$ cat src/rtl/msg_rate_scheduler_pkg.sv
// rtl/msg_rate_scheduler_pkg.sv - shared types and helpers for the message rate scheduler
package msg_sched_pkg;

  typedef enum logic {
    IDLE = 1'b0,
    SEND = 1'b1
  } sched_state_t;

  localparam int MAX_REQ = 8;

  function automatic int slot_len(input int clk_hz, input int rate);
    return clk_hz / rate;
  endfunction

  // First set bit of valid searching pnt, pnt+1, ... wrapping at num_req.
  function automatic logic [2:0] rr_pick(input logic [MAX_REQ-1:0] valid,
                                         input logic [2:0] pnt,
                                         input int num_req);
    logic [2:0] pick;
    logic       found;
    int         idx;
    pick  = '0;
    found = 1'b0;
    for (int k = 0; k < MAX_REQ; k++) begin
      idx = int'(pnt) + k;
      if (idx >= num_req) idx = idx - num_req;
      if (k < num_req && !found && valid[idx[2:0]]) begin
        pick  = idx[2:0];
        found = 1'b1;
      end
    end
    return pick;
  endfunction

endpackage

$ cat src/rtl/msg_rate_scheduler_if.sv
// rtl/msg_rate_scheduler_if.sv - requester and transmitter signals of the message rate scheduler
interface msg_rate_scheduler_if #(
  parameter int NUM_REQ = 4,
  parameter int DATA_W  = 8
);
  localparam int SRC_W = (NUM_REQ > 2) ? $clog2(NUM_REQ) : 1;

  logic [NUM_REQ-1:0]        req_valid;
  logic [NUM_REQ*DATA_W-1:0] req_data;
  logic [NUM_REQ-1:0]        req_ready;
  logic                      tx_valid;
  logic [DATA_W-1:0]         tx_data;
  logic [SRC_W-1:0]          tx_src;
  logic                      tx_ready;
  logic                      slot_tick;
  logic                      busy;

  modport master (
    input  req_valid, req_data, tx_ready,
    output req_ready, tx_valid, tx_data, tx_src, slot_tick, busy
  );

  modport slave (
    output req_valid, req_data, tx_ready,
    input  req_ready, tx_valid, tx_data, tx_src, slot_tick, busy
  );

endinterface

$ cat src/rtl/msg_rate_scheduler_rate_tick_gen.sv
// rtl/msg_rate_scheduler_rate_tick_gen.sv - free-running slot timer producing a one-cycle strobe
module rate_tick_gen
  import msg_sched_pkg::*;
#(
  parameter int CLK_HZ       = 50000000,
  parameter int MESSAGE_RATE = 9600
) (
  input  logic clk,
  input  logic rst,
  output logic tick
);
  localparam int SLOT_LEN = slot_len(CLK_HZ, MESSAGE_RATE);
  localparam int CNT_W    = (SLOT_LEN > 2) ? $clog2(SLOT_LEN) : 1;

  if (SLOT_LEN < 2) begin : g_bad_slot
    $error("rate_tick_gen: CLK_HZ / MESSAGE_RATE must be at least 2");
  end

  localparam logic [CNT_W-1:0] LAST = CNT_W'(SLOT_LEN - 1);

  logic [CNT_W-1:0] cnt;

  always_ff @(posedge clk or posedge rst) begin
    if (rst) begin
      cnt <= '0;
    end else if (cnt == LAST) begin
      cnt <= '0;
    end else begin
      cnt <= cnt + 1'b1;
    end
  end

  assign tick = (cnt == LAST);

endmodule

$ cat src/rtl/msg_rate_scheduler.sv
// rtl/msg_rate_scheduler.sv - paces requester messages onto one transmitter, one per rate slot
module msg_rate_scheduler
  import msg_sched_pkg::*;
#(
  parameter int NUM_REQ      = 4,
  parameter int CLK_HZ       = 50000000,
  parameter int MESSAGE_RATE = 9600,
  parameter int DATA_W       = 8
) (
  input  logic                 clk,
  input  logic                 rst,
  msg_rate_scheduler_if.master bus
);
  localparam int SRC_W = (NUM_REQ > 2) ? $clog2(NUM_REQ) : 1;

  if (NUM_REQ < 2 || NUM_REQ > MAX_REQ) begin : g_bad_num_req
    $error("msg_rate_scheduler: NUM_REQ must be in 2..8");
  end

  sched_state_t         state;
  logic [SRC_W-1:0]     pnt;
  logic [SRC_W-1:0]     winner;
  logic [SRC_W-1:0]     next_pnt;
  logic [SRC_W-1:0]     tx_src;
  logic [DATA_W-1:0]    tx_data;
  logic                 tx_valid;
  logic                 busy;
  logic                 tick;
  logic                 grant;
  logic [2:0]           pick;
  logic [MAX_REQ-1:0]   valid_ext;
  logic [NUM_REQ-1:0]   req_ready;

  rate_tick_gen #(
    .CLK_HZ      (CLK_HZ),
    .MESSAGE_RATE(MESSAGE_RATE)
  ) u_tick (
    .clk (clk),
    .rst (rst),
    .tick(tick)
  );

  // Grants are only issued from IDLE on a tick, so ticks seen in SEND are simply lost.
  always_comb begin
    valid_ext                = '0;
    valid_ext[NUM_REQ-1:0]   = bus.req_valid;
    pick                     = rr_pick(valid_ext, 3'(pnt), NUM_REQ);
    winner                   = pick[SRC_W-1:0];
    grant                    = (state == IDLE) && tick && (|bus.req_valid);
    req_ready                = '0;
    if (grant) req_ready[winner] = 1'b1;
  end

  assign next_pnt = (tx_src == SRC_W'(NUM_REQ - 1)) ? '0 : tx_src + 1'b1;

  always_ff @(posedge clk or posedge rst) begin
    if (rst) begin
      state    <= IDLE;
      pnt      <= '0;
      tx_valid <= 1'b0;
      busy     <= 1'b0;
      tx_data  <= '0;
      tx_src   <= '0;
    end else begin
      unique case (state)
        IDLE: begin
          if (grant) begin
            tx_data  <= bus.req_data[int'(winner)*DATA_W +: DATA_W];
            tx_src   <= winner;
            tx_valid <= 1'b1;
            busy     <= 1'b1;
            state    <= SEND;
          end
        end
        SEND: begin
          // Pointer moves only on a completed send, which keeps the rotation fair.
          if (bus.tx_ready) begin
            pnt      <= next_pnt;
            tx_valid <= 1'b0;
            busy     <= 1'b0;
            state    <= IDLE;
          end
        end
      endcase
    end
  end

  assign bus.req_ready = req_ready;
  assign bus.tx_valid  = tx_valid;
  assign bus.tx_data   = tx_data;
  assign bus.tx_src    = tx_src;
  assign bus.busy      = busy;
  assign bus.slot_tick = tick;

endmodule

$ cat src/flat_wrapper.sv
// flat-port wrapper written by rule: the top's interface ports become plain ports
module msg_rate_scheduler_flat import msg_sched_pkg::*;
#(
  parameter int NUM_REQ      = 4,
  parameter int CLK_HZ       = 50000000,
  parameter int MESSAGE_RATE = 9600,
  parameter int DATA_W       = 8
)
  (clk, rst, bus_req_valid, bus_req_data, bus_tx_ready, bus_req_ready, bus_tx_valid, bus_tx_data, bus_tx_src, bus_slot_tick, bus_busy);
  msg_rate_scheduler_if #(.NUM_REQ(NUM_REQ), .DATA_W(DATA_W)) bus_i ();
  input  logic clk;
  input  logic rst;
  input wire logic [$bits(bus_i.req_valid)-1:0] bus_req_valid;
  input wire logic [$bits(bus_i.req_data)-1:0] bus_req_data;
  input wire logic [$bits(bus_i.tx_ready)-1:0] bus_tx_ready;
  output wire logic [$bits(bus_i.req_ready)-1:0] bus_req_ready;
  output wire logic [$bits(bus_i.tx_valid)-1:0] bus_tx_valid;
  output wire logic [$bits(bus_i.tx_data)-1:0] bus_tx_data;
  output wire logic [$bits(bus_i.tx_src)-1:0] bus_tx_src;
  output wire logic [$bits(bus_i.slot_tick)-1:0] bus_slot_tick;
  output wire logic [$bits(bus_i.busy)-1:0] bus_busy;
  assign bus_i.req_valid = bus_req_valid;
  assign bus_i.req_data = bus_req_data;
  assign bus_i.tx_ready = bus_tx_ready;
  assign bus_req_ready = bus_i.req_ready;
  assign bus_tx_valid = bus_i.tx_valid;
  assign bus_tx_data = bus_i.tx_data;
  assign bus_tx_src = bus_i.tx_src;
  assign bus_slot_tick = bus_i.slot_tick;
  assign bus_busy = bus_i.busy;
  msg_rate_scheduler #(.NUM_REQ(NUM_REQ), .CLK_HZ(CLK_HZ), .MESSAGE_RATE(MESSAGE_RATE), .DATA_W(DATA_W)) u_core (.clk(clk), .rst(rst), .bus(bus_i));
endmodule
$ cat config.mk
export PLATFORM = sky130hd
export DESIGN_NAME = msg_rate_scheduler_flat
export DESIGN_NICKNAME = d
export VERILOG_FILES = /design/src/rtl/msg_rate_scheduler_pkg.sv /design/src/rtl/msg_rate_scheduler_if.sv /design/src/rtl/msg_rate_scheduler_rate_tick_gen.sv /design/src/rtl/msg_rate_scheduler.sv /design/src/flat_wrapper.sv
export SDC_FILE = /design/constraint.sdc
export NUM_CORES = 1
export LEC_CHECK = 0
export CORE_MARGIN = 8
export CORE_UTILIZATION = 35
export DETAILED_ROUTE_END_ITERATION = 6
export HOLD_SLACK_MARGIN = 0.15
export PLACE_DENSITY_LB_ADDON = 0.25
export RECOVER_POWER = 25
export SLEW_MARGIN = 20
export SYNTH_ARGS = -nofsm -noshare
export SYNTH_HDL_FRONTEND = slang
export SYNTH_SLANG_ARGS = --single-unit
$ cat constraint.sdc
create_clock -name clk -period 8.82 [get_ports clk]
set_input_delay 2.646 -clock clk [delete_from_list [all_inputs] [get_ports clk]]
set_output_delay 2.646 -clock clk [all_outputs]
set_load 0.01 [all_outputs]
==> impl_results.md <==
- Outcome: complete, no violations
- Clock transition at path regs: approximately 90 ps
- Reg2reg start: u_core.pnt[0]
- Initial Utilization: 35.4%
- Synth Net Count: 213
- FF-to-FF End: u_core.bus.tx_data[2]
- CP startpoint kind: input port
- RSZ-0062 raised after global routing: no
- Full die area: 0.00756 mm^2
- Worst hold path type: flop to flop
- Fmax: 121 MHz
- First-pass GRT wire length: around 7 mm
- #FFs+latches synth: 27
- TritonRoute pass-1 iters: 4
- Resize count post-CTS: 0
- Final WL: ~4.2 mm
- Slew HR: 29.5%
- DRC: 0
- Via density: 4.99
- Post-synthesis sequential area ratio: between 30% and 40%
- CP arrival: 5650 ps
- Worst hold path depth: 1
- Die Y-Extent: slightly below 90 um
- Area of the core: 0.00498 mm^2
- Placer Congestion: 0.792
- Area Growth Syn to Fin: 36.3%
- Crit path top cell by count: clkdlybuf4s50_1
- Mapped Area: 0.00176 mm^2
- Clk root buf: clkbuf_8
- Crit path max fanout: 11
- PD cells: 110 mW/mm^2
- Total GRT Usage: a little under an eighth
- Hold WS: 462 ps
- Leakage power: roughly 1.0 nW
- Final HPWL DP: 3.31 mm
- Vias in the first global route: 1483
- Critical path's slowest cell: clkdlybuf4s50_1
- Synth Warn #: 0
- Fin Clk Skew: 1.35 ps
- WHS Endpoint: u_core.u_tick.cnt[0]
- Ant diodes: 0
- Detail Route Antenna Nets: 0
- Share of layout cells above drive strength 1: 10.8%
- Overflow after GRT: 0
- # nets final: 266
- Largest net degree at the start of global routing: 28
- WL/cell: 14.5 um
- Slowest stage delay, CP: 560 ps
- # setup viols final: 0
- Tcrit/Tclk final: 94.1%
- Maximum vdd drop: 66.9 uV
- Clock sinks: 27
- Cells after Synth: 170
- Cell variety after synth: 40
- Worst Reg-to-Reg Cells: 9
- Crit path kind: input port to output pin
- Hold Fails Final Rpt: 0
- Clock Latency Late Sink: 270 ps
- Max Root-Sink Buffers: 2
- H-tree levels: 1
- Min-delay src: u_core.u_tick.cnt[0]
- Vias: 1457
- Final Max Slew Viols: 0
- # IOs: 56
- Die Width: 86.9 um
- CTS tree: built
- Flop2flop setup slack: 5490 ps
- MaxCap Viol Count: 0
- Postcts setup bufs: 0
- Num CTS Buffers: 3
- DR iter-0 viols: 57
- I/O Buffers: 55
- Initial antenna violation count: 0
- Crit. End Element: output pin
- Period minus WS final: 8300 ps
- Avg Inst Size Synth: 10.4 um^2
- # hold bufs at CTS: 0
- Row Count: 26
- Setup TNS: 0 ps
- Worst-Margin Slew: 1050 ps
- Worst path cell trace: clkdlybuf4s50_1 -> mux4_2 -> or3b_4 -> a221oi_4 -> buf_4 -> and2_1 -> clkdlybuf4s50_1
- Critical Path RT: 6170 ps
-- layer usage --
metal / up-vias / share of wire [%] / track usage (%)
met2: 28 / 47 / 17.8
met5: - / 0 / 0
met1: 709 / 49 / 15.6
met4: 0 / 1.0 / 3.76
li1: 715 / - / -
met3: 5 / 3.5 / 2.26
-- power by group --
part | switching [mW] | total, mW | internal, mW
Combinational | 0.0274 | 0.0679 | 0.0405
Clock | 0.0391 | 0.0715 | 0.0324
Sequential | 0.00137 | 0.125 | 0.124
Total | 0.0678 | 0.265 | 0.197
-- Yosys cell counts --
cell,instances,area (um^2)
nand3_1,8,40.0
o32ai_1,1,8.76
a211oi_1,1,7.51
and3_1,2,12.5
a21oi_1,3,15.0
nor2b_1,1,6.26
and2_1,2,12.5
a31oi_1,1,6.26
xnor2_1,3,26.3
buf_4,1,7.51
clkbuf_1,4,15.0
a22oi_1,8,60.1
nor2_1,14,52.6
nand2_1,18,67.6
o21ai_0,4,20.0
or4b_1,1,10.0
mux2i_1,6,60.1
ha_1,4,50.1
buf_6,4,45.0
o31ai_1,6,45.0
mux4_1,2,52.6
or4_1,1,7.51
dfrtp_1,27,676
or3b_4,1,11.3
nor3_1,4,20.0
mux4_2,2,45.0
nor3_2,3,30.0
a32oi_1,1,8.76
nand4b_1,1,8.76
a221oi_2,1,15.0
nor4_1,1,6.26
nand3b_1,2,15.0
and2_0,1,6.26
buf_2,1,5.00
xor2_1,8,70.1
mux2_4,7,105
inv_1,7,26.3
or2_1,1,6.26
mux2_2,5,56.3
mux2_1,2,22.5
-- placed cells by master (no fill, tap or decap), types with 3 or more instances in the layout --
master / netlist / routed
xnor2_1: 3 / 3
nand2_1: 18 / 18
dfrtp_1: 27 / 27
ha_1: 4 / 4
o31ai_1: 6 / 6
inv_1: 7 / 7
o21ai_0: 4 / 4
a22oi_1: 8 / 8
mux2_4: 7 / 7
clkdlybuf4s50_1: 0 / 54
nand3_1: 8 / 8
mux2_2: 5 / 5
clkbuf_8: 0 / 3
nor2_1: 14 / 14
buf_4: 1 / 3
nor3_1: 4 / 5
a21oi_1: 3 / 3
xor2_1: 8 / 8
mux2i_1: 6 / 6
-- area by class of cell --
type,instances,area [um^2]
clock buffer,4,45.0
fill,485,2580
inverter,7,26.3
multi-input combinational,126,993
sequential,27,676
tap,70,87.6
timing repair buffer,58,573
-- per-stage QoR --
step / power, mW / utilization, % / worst slack, ps / area, um^2 / std cells
after floorplan: 0.173 / - / 1660 / 1760 / 170
after global placement: 0.196 / 47.4 / 559 / 2360 / 288
after detailed placement: 0.196 / 47.4 / 517 / 2360 / 288
after CTS: 0.268 / 48.3 / 527 / 2410 / 292
after global routing: 0.279 / 48.2 / 388 / 2400 / 292
final: 0.265 / 48.2 / 523 / 2400 / 292
-- registers in the layout (all words and copies together), names as in the netlist --
name,flops
u_core.bus.tx_data,8
u_core.bus.tx_src,2
u_core.bus.tx_valid,1
u_core.pnt,2
u_core.state,1
u_core.u_tick.cnt,13
-- worst max path at each step --
| stage | end | cells after the start | from | slack, ps |
|---|---|---|---|---|
| floorplan | bus_req_ready[0] | 7 | bus_req_valid[3] | 1660 |
| CTS | bus_req_ready[3] | 7 | bus_req_valid[1] | 530 |
| global placement | bus_req_ready[3] | 7 | bus_req_valid[1] | 560 |
| global route | bus_req_ready[3] | 8 | bus_req_valid[1] | 390 |
| finish | bus_req_ready[3] | 7 | bus_req_valid[1] | 520 |
| detailed placement | bus_req_ready[3] | 7 | bus_req_valid[1] | 520 |
-- kinds of logic (layout without fill, tap and decap cells) --
kind of cell | after synthesis | count (layout) | share of synthesized area, %
adder cells (fa/ha/maj) | 4 | 4 | 2.84
AO/OA/AOI/OAI | 26 | 26 | 10.6
AND/OR/NAND/NOR | 61 | 61 | 17.8
multiplexers | 24 | 24 | 19.4
buffers and inverters | 17 | 69 | 5.61
XOR/XNOR | 11 | 11 | 5.47
flip-flops | 27 | 27 | 38.4
-- critical path: cells and delay by family --
kind / cells / cell delay (ps)
and+or+nand+nor: 2 / 550
muxes: 1 / 540
AOI/OAI and AO/OA: 1 / 550
buffers and inverters: 3 / 1370
No activity file was read; power rests on OpenSTA's default activity.
